$ cat config.mk
export PLATFORM = sky130hd
export DESIGN_NAME = serial_adder_4bit
export DESIGN_NICKNAME = d
export VERILOG_FILES = /design/src/rtl/au_pkg.sv /design/src/rtl/full_adder_1bit.sv /design/src/rtl/serial_adder_4bit.sv
export SDC_FILE = /design/constraint.sdc
export NUM_CORES = 1
export LEC_CHECK = 0
export ABC_AREA = 1
export CORE_MARGIN = 2
export CORE_UTILIZATION = 50
export DETAILED_ROUTE_END_ITERATION = 10
export HOLD_SLACK_MARGIN = 0.06
export PLACE_DENSITY = 0.76
export SYNTH_ARGS = -nofsm -noshare
export SYNTH_HDL_FRONTEND = slang
export SYNTH_SLANG_ARGS = --single-unit
$ cat constraint.sdc
create_clock -name clk -period 3.4 [get_ports clk]
set_clock_uncertainty 0.2 [all_clocks]
set_input_delay 0.68 -clock clk [delete_from_list [all_inputs] [get_ports clk]]
set_output_delay 0.68 -clock clk [all_outputs]
set_load 0.1 [all_outputs]
$ cat src/rtl/au_pkg.sv
// Shared arithmetic-unit definitions: FSM state encoding and default width.
// Imported by the serial adder and the combinational adder/subtractor.
package au_pkg;

    localparam int AU_WIDTH = 4;

    typedef enum logic [1:0] {
        IDLE = 2'b00,
        RUN  = 2'b01,
        DONE = 2'b10
    } au_state_t;

endpackage

$ cat src/rtl/full_adder_1bit.sv
// Single full-adder cell built from gate primitives.
// The serial adder reuses this one cell for every bit position.
module full_adder_1bit (
    input  logic a,
    input  logic b,
    input  logic cin,
    output logic s,
    output logic cout
);

    logic ab_x;
    logic ab_a;
    logic c_a;

    xor g_x0 (ab_x, a, b);
    xor g_x1 (s, ab_x, cin);
    and g_a0 (ab_a, a, b);
    and g_a1 (c_a, ab_x, cin);
    or  g_o0 (cout, ab_a, c_a);

endmodule

$ cat src/rtl/serial_adder_4bit.sv
// Bit-serial adder: S = A + B + cin, one bit per cycle, LSB first.
// start/busy/done handshake; S/cout update only on the completion edge.
module serial_adder_4bit
    import au_pkg::*;
#(
    parameter int WIDTH = AU_WIDTH
) (
    input  logic             clk,
    input  logic             rst_n,
    input  logic             start,
    input  logic [WIDTH-1:0] A,
    input  logic [WIDTH-1:0] B,
    input  logic             cin,
    output logic             busy,
    output logic             done,
    output logic [WIDTH-1:0] S,
    output logic             cout
);

    localparam int CW = $clog2(WIDTH);

    au_state_t        state;
    logic [WIDTH-1:0] a_sh;
    logic [WIDTH-1:0] b_sh;
    logic [WIDTH-1:0] r_sh;
    logic             carry;
    logic [CW-1:0]    count;

    logic             fa_s;
    logic             fa_co;
    logic             last;
    logic [WIDTH-1:0] r_next;

    full_adder_1bit u_fa (
        .a    (a_sh[0]),
        .b    (b_sh[0]),
        .cin  (carry),
        .s    (fa_s),
        .cout (fa_co)
    );

    assign last   = (count == CW'(WIDTH - 1));
    assign r_next = {fa_s, r_sh[WIDTH-1:1]};

    always_ff @(posedge clk or negedge rst_n) begin
        if (!rst_n) begin
            state <= IDLE;
            a_sh  <= '0;
            b_sh  <= '0;
            r_sh  <= '0;
            carry <= 1'b0;
            count <= '0;
            busy  <= 1'b0;
            done  <= 1'b0;
            S     <= '0;
            cout  <= 1'b0;
        end else begin
            done <= 1'b0;
            unique case (state)
                IDLE, DONE: begin
                    if (start) begin
                        a_sh  <= A;
                        b_sh  <= B;
                        carry <= cin;
                        count <= '0;
                        busy  <= 1'b1;
                        state <= RUN;
                    end else begin
                        busy  <= 1'b0;
                        state <= IDLE;
                    end
                end
                RUN: begin
                    a_sh  <= {1'b0, a_sh[WIDTH-1:1]};
                    b_sh  <= {1'b0, b_sh[WIDTH-1:1]};
                    r_sh  <= r_next;
                    carry <= fa_co;
                    count <= count + 1'b1;
                    // final bit comes straight from the cell, not r_sh
                    if (last) begin
                        S     <= r_next;
                        cout  <= fa_co;
                        busy  <= 1'b0;
                        done  <= 1'b1;
                        state <= DONE;
                    end
                end
                default: begin
                    busy  <= 1'b0;
                    state <= IDLE;
                end
            endcase
        end
    end

endmodule

==> run_results.csv, run 1 <==
group,metric,value,unit
global_routing,wire_length_of_the_first_global_routing_pass,3139,um
timing,setup_violations,0,
setup_path,crit_path_end_kind,"primary output",
clock_network,cts_max_path_buffers,2,
global_routing,grt_max_degree,24,
clock_network,cts_hold_repair.buffers,0,
drt,via_density,4.714,
hold_path,hold_end,"S[0]",
setup_path,rr_startpoint,"state[0]",
final_layout,drive_gt1_frac,0.1915,
yosys,synthesis.area,1092,um^2
place,gpl.final_weighted_congestion,0.7697,
clock_network,cts_repair_resize_count,0,
global_routing,via_count_of_the_first_global_routing_pass,739,
drt,finalWirelength,1763,um
place,dp_hpwl,1338,um
floorplanning,dieWidth,50.74,um
setup_path,r2r_setup_slack,1.77,ns
global_routing,antenna_found_initial,0,
clock_network,cts_num_sinks,23,
floorplanning,initial_utilization,0.5456,
yosys,synthesis.nets,136,
clock_network,htreeDepth,1,
timing,fin_crit,1.853,ns
setup_path,cpLargestDelayFamily,"flip-flops",
global_routing,track_usage,0.1649,
setup_path,critPathMaxStageDelay,0.37,ns
yosys,synthCells,122,
yosys,yosysTopAreaCell,"dfrtp_1",
setup_path,critical_path.slowest_cell,"dfrtp_1",
floorplanning,num_rows,16,
drt,drt_iter0_drc,13,
setup_path,regToRegEndpoint,"b_sh[2]",
setup_path,rr_worst_depth,5,
yosys,yosys.area.top_type_share,0.5269,
timing,max_slew_margin,0.7346,
yosys,synth_seq_cells,23,
setup_path,worstSetupPathType,"reg -> out",
setup_path,crit_path_cell_trace,"buf_4",
hold_path,min_from,"r_sh[1]",
yosys,ys_warns,0,
setup_path,timing.critical_path.from_type,"register",
clock_network,cts.root.buffer_cell,"clkbuf_4",
timing,fmax,539.8,MHz
floorplanning,placeableCoreArea,2002,um^2
floorplanning,io_pins,19,
global_routing,total_overflow_reported_by_the_global_router,0,
status,outcome,"finished, final reports clean",
timing,number_of_hold_violations_in_the_final_report,0,
drt,wl_per_cell,10.49,um
clock_network,clkLatencyLatePin,0.31,ns
final_layout,multiInputGateArea,382.9,um^2
drt,detail-route-antenna-nets,0,
clock_network,post_cts_buffers,0,
clock_network,cts.clk_slew.worst_paths,0.12,ns
final_layout,stdcell_area,1279,um^2
final_layout,fill_cell_total_of_the_finished_layout,192,
place,port-buffer-count,18,
floorplanning,die_h,50.74,um
hold_path,worstHoldPathType,"reg -> reg",
clock_network,cts_tree,"done",
setup_path,critical_path.max_fanout,2,
timing,grt_setup_unrepaired,"no",
setup_path,crit_buf_inv,1,
timing,drv_slew,0,
drt,num_vias,792,
job,max_cap_violations,0,
timing,setup-tns-final,0,ns
setup_path,cp_data_arrival_time,0.97,ns
drt,drt_first_pass_iters,4,
setup_path,critPathRequiredTime,2.52,ns
drt,route.detailed.drc,0,
clock_network,tritoncts.num_buffers,3,
final_layout,final_core_util,0.6388,
yosys,syn_area_per_cell,8.953,um^2
timing,max_slew.worst_pin.slew,0.3981,ns
hold_path,whs_path_depth,2,
yosys,synth_area_leaders,"dfrtp_1, nand2_1, inv_1",
final_layout,num_antenna_cells,0,
final_layout,layout.nets,156,
floorplanning,floorplan.die_area,2575,um^2
final_layout,area_taken_by_flip_flops_and_latches,575.6,um^2
yosys,post_synth_num_cell_types,16,
final_layout,synthToLayoutAreaGrowth,17.07,%
place,placed_cell_area,1251,um^2
timing,min_period_over_period,0.5449,
yosys,synth-seq-area-share,0.5269,
## routing by layer
metal / GRT usage / up-vias / wire (um)
met5: 0 / - / 0
met4: 0.08108 / 0 / 41
met3: 0.02679 / 5 / 78
met2: 0.2588 / 21 / 854
met1: 0.2214 / 360 / 789
li1: - / 406 / -
## cell families after synthesis
kind of cell | Yosys count | share of synthesized area
AO/OA/AOI/OAI | 11 | 0.08133
adder cells (fa/ha/maj) | 2 | 0.02978
buffers and inverters | 27 | 0.1226
flip-flops | 23 | 0.5269
AND/OR/NAND/NOR | 59 | 0.2394
## worst max path at each step
stage | startpoint | to | slack, ns | depth (start not counted)
floorplan | S[0] | S[0] | 1.62 | 0
global placement | start | b_sh[0] | 1.37 | 6
detailed placement | start | b_sh[2] | 1.35 | 6
CTS | busy | busy | 1.53 | 1
global route | S[1] | S[1] | 1.50 | 1
finish | busy | busy | 1.55 | 1
## layout by cell type, fill, tap and decap left out
cell type        count
nor2_1               2
o21ai_2              6
ha_1                 1
nand2_2              3
inv_1               20
a21oi_4              1
o21ai_0              4
nand2_1             38
nor2_4               1
buf_4                8
nand2_4              1
clkdlybuf4s50_1     11
clkbuf_4             3
nand3_1             14
clkinv_2             1
dfrtp_1             23
fa_1                 1
inv_4                1
inv_2                2
## flip-flops by register name, indices dropped and copies added, names as in the netlist
name,cells
a_sh,4
state,2
r_sh,3
b_sh,4
S,4
busy,1
cout,1
count,2
carry,1
done,1
## synth_stat cells
library cell  count
a21oi_4           1
buf_6             4
dfrtp_1          23
fa_1              1
ha_1              1
inv_1            20
inv_2             2
inv_4             1
nand2_1          38
nand2_2           3
nand2_4           1
nand3_1          14
nor2_1            2
nor2_4            1
o21ai_0           4
o21ai_2           6
## per-stage QoR
stage                     setup WS, ns  hold WS [ns]  instances
final                            1.547        0.2891        168
after global routing             1.495        0.3117        168
after CTS                        1.530        0.2931        168
after detailed placement         1.346        0.2611        164
after global placement           1.371        0.2545        164
after floorplan                  1.622        0.1844        122
## final cells by class
class / count / area share
Inverter: 23 / 0.06947
Clock buffer: 3 / 0.01761
Clock inverter: 1 / 0.003914
Multi-Input combinational cell: 72 / 0.2994
Sequential cell: 23 / 0.4501
Timing Repair Buffer: 19 / 0.1331
Tap cell: 27 / 0.02642
Power of run 1 is not shown: default switching activity piles up to over one toggle a cycle in this logic, so the estimate is an artifact.
==> inputs of run 2 (changes only) <==
clock period = 1.9 ns   (was 3.4 ns; I/O delays follow)
==> run 2 against run 1 <==
Effect of this change: cell count rose by 0.60%; global-route usage up 1.6 points; first-iteration DRC count is 150% higher; die area unchanged; critical path type is now reg -> reg; largest cell class unchanged.
==> run_results.csv, run 2 (synthesized netlist as in run 1, its figures left out) <==
group,metric,value,unit
final_layout,finalNonFillerCells,169,
drt,via_density,4.763,
status,outcome,"finished, final reports clean",
clock_network,cts_num_sinks,23,
final_layout,layout_common_cells,"nand2_1, dfrtp_1, inv_1",
setup_path,crit_buf_inv,2,
place,placed_cells_incl_taps,165,
timing,worst_hold_slack,0.2036,ns
clock_network,cts_hold_repair.buffers,0,
clock_network,cts.clk_slew.worst_paths,0.13,ns
global_routing,total_overflow_reported_by_the_global_router,0,
timing,fin_crit,1.584,ns
timing,setup_slack,0.3157,ns
final_layout,fill_cell_total_of_the_finished_layout,169,
setup_path,rr_worst_depth,6,
setup_path,crit_path_end_kind,"register",
timing,setup_violations,0,
setup_path,critPathRequiredTime,1.93,ns
job,max_cap_violations,0,
drt,finalWirelength,1882,um
place,dp_hpwl,1408,um
timing,min_period_over_period,0.8339,
clock_network,cts_max_path_buffers,2,
setup_path,critical_path.slowest_cell,"dfrtp_1",
setup_path,timing.critical_path.from_type,"register",
global_routing,groute.layer.met2.usage,0.3004,
clock_network,cts_tree,"done",
timing,number_of_hold_violations_in_the_final_report,0,
clock_network,cts_repair_resize_count,0,
global_routing,globalRoute.busiestLayer,"met2",
setup_path,r2r_setup_slack,0.32,ns
floorplanning,dieWidth,50.74,um
setup_path,rr_startpoint,"state[0]",
global_routing,global_route.usage.met1,0.2270,
clock_network,htreeDepth,1,
floorplanning,io_pins,19,
setup_path,critical_path.max_fanout,11,
global_routing,via_count_of_the_first_global_routing_pass,817,
floorplanning,initial_utilization,0.5456,
drt,drt_iter0_drc,32,
place,gpl.final_weighted_congestion,0.7897,
global_routing,grt_max_degree,24,
floorplanning,die_h,50.74,um
setup_path,critical_path.endpoint,"a_sh[0]",
setup_path,cpLargestDelayFamily,"flip-flops",
setup_path,cp_data_arrival_time,1.61,ns
final_layout,largest_registers,"S: 4 flops, a_sh: 4 flops, b_sh: 4 flops",
drt,route.detailed.drc,0,
global_routing,track_usage,0.1806,
drt,num_vias,805,
global_routing,grt_util_met3,0.03571,
setup_path,critPathMaxStageDelay,0.55,ns
drt,wl_per_cell,11.14,um
timing,setup-tns-final,0,ns
place,port-buffer-count,18,
timing,drv_slew,0,
clock_network,clkLatencyLatePin,0.32,ns
clock_network,cts.root.buffer_cell,"clkbuf_4",
final_layout,layout_commonest_cell,"nand2_1",
drt,drt_first_pass_iters,4,
timing,max_slew_margin,0.7147,
floorplanning,floorplan.die_area,2575,um^2
floorplanning,placeableCoreArea,2002,um^2
timing,max_slew.worst_pin.slew,0.4280,ns
clock_network,tritoncts.num_buffers,3,
clock_network,post_cts_buffers,0,
floorplanning,num_rows,16,
drt,detail-route-antenna-nets,0,
setup_path,worstSetupPathType,"reg -> reg",
setup_path,crit_path_cell_trace,"inv_4 > nand2_2 > nand2_2 > inv_2 > nand2_1 > nand2_1",
setup_path,regToRegEndpoint,"a_sh[0]",
global_routing,wire_length_of_the_first_global_routing_pass,3463,um
final_layout,synthToLayoutAreaGrowth,25.77,%
timing,fmax,631.2,MHz
final_layout,drive_gt1_frac,0.1972,
setup_path,crit_path_cell_count,6,
setup_path,critPathLaunch,"state[0]",
final_layout,layout.nets,157,
place,dp_worst_setup_slack,0.1333,ns
hold_path,worstHoldPathType,"in -> async",
final_layout,num_antenna_cells,0,
timing,grt_setup_unrepaired,"no",
global_routing,antenna_found_initial,0,
-- run 2: cell types whose count changed in the layout (fill, tap and decap cells not counted) --
cell    delta
buf_12     +7
buf_4      -6
-- run 2: per-stage QoR --
| step | util | cell area, um^2 |
|---|---|---|
| 2_1_floorplan | - | 1092 |
| 3_5_place_dp | 0.6725 | 1346 |
| 4_1_cts | 0.6863 | 1374 |
| 5_1_grt | 0.6863 | 1374 |
| 3_3_place_gp | 0.6725 | 1346 |
| 6_report | 0.6863 | 1374 |
-- run 2: metal layers --
metal | routed length, um | vias to the layer above
met5 | 0 | -
met4 | 42 | 0
met3 | 71 | 5
met2 | 941 | 22
met1 | 827 | 372
li1 | - | 406
-- run 2: final cells by class --
type / count / area (um^2) / area share
flip-flops and latches: 23 / 575.6 / 0.4189
clock buffers: 3 / 22.52 / 0.01639
multi-input cells: 72 / 382.9 / 0.2787
repair buffers: 20 / 265.3 / 0.1931
clock inverters: 1 / 5.005 / 0.003643
inverters: 23 / 88.84 / 0.06466
well taps: 27 / 33.78 / 0.02459
-- run 2: worst min path at each step --
stage | from | end | slack, ns | cells past startpoint
global placement | r_sh[1] | S[0] | 0.25 | 2
CTS | rst_n | r_sh[2] | 0.21 | 2
detailed placement | r_sh[1] | S[0] | 0.26 | 2
finish | rst_n | S[2] | 0.20 | 2
floorplan | rst_n | S[0] | -0.12 | 0
global route | rst_n | cout | 0.22 | 2
-- run 2: worst reg2reg max path: cells and delay by family, from the launching register on --
kind | cells | cell delay [ns]
buffers and inverters | 2 | 0.27
AND/OR/NAND/NOR | 4 | 0.48
flip-flops | 1 | 0.55
Power of run 2 is left out for the same reason.
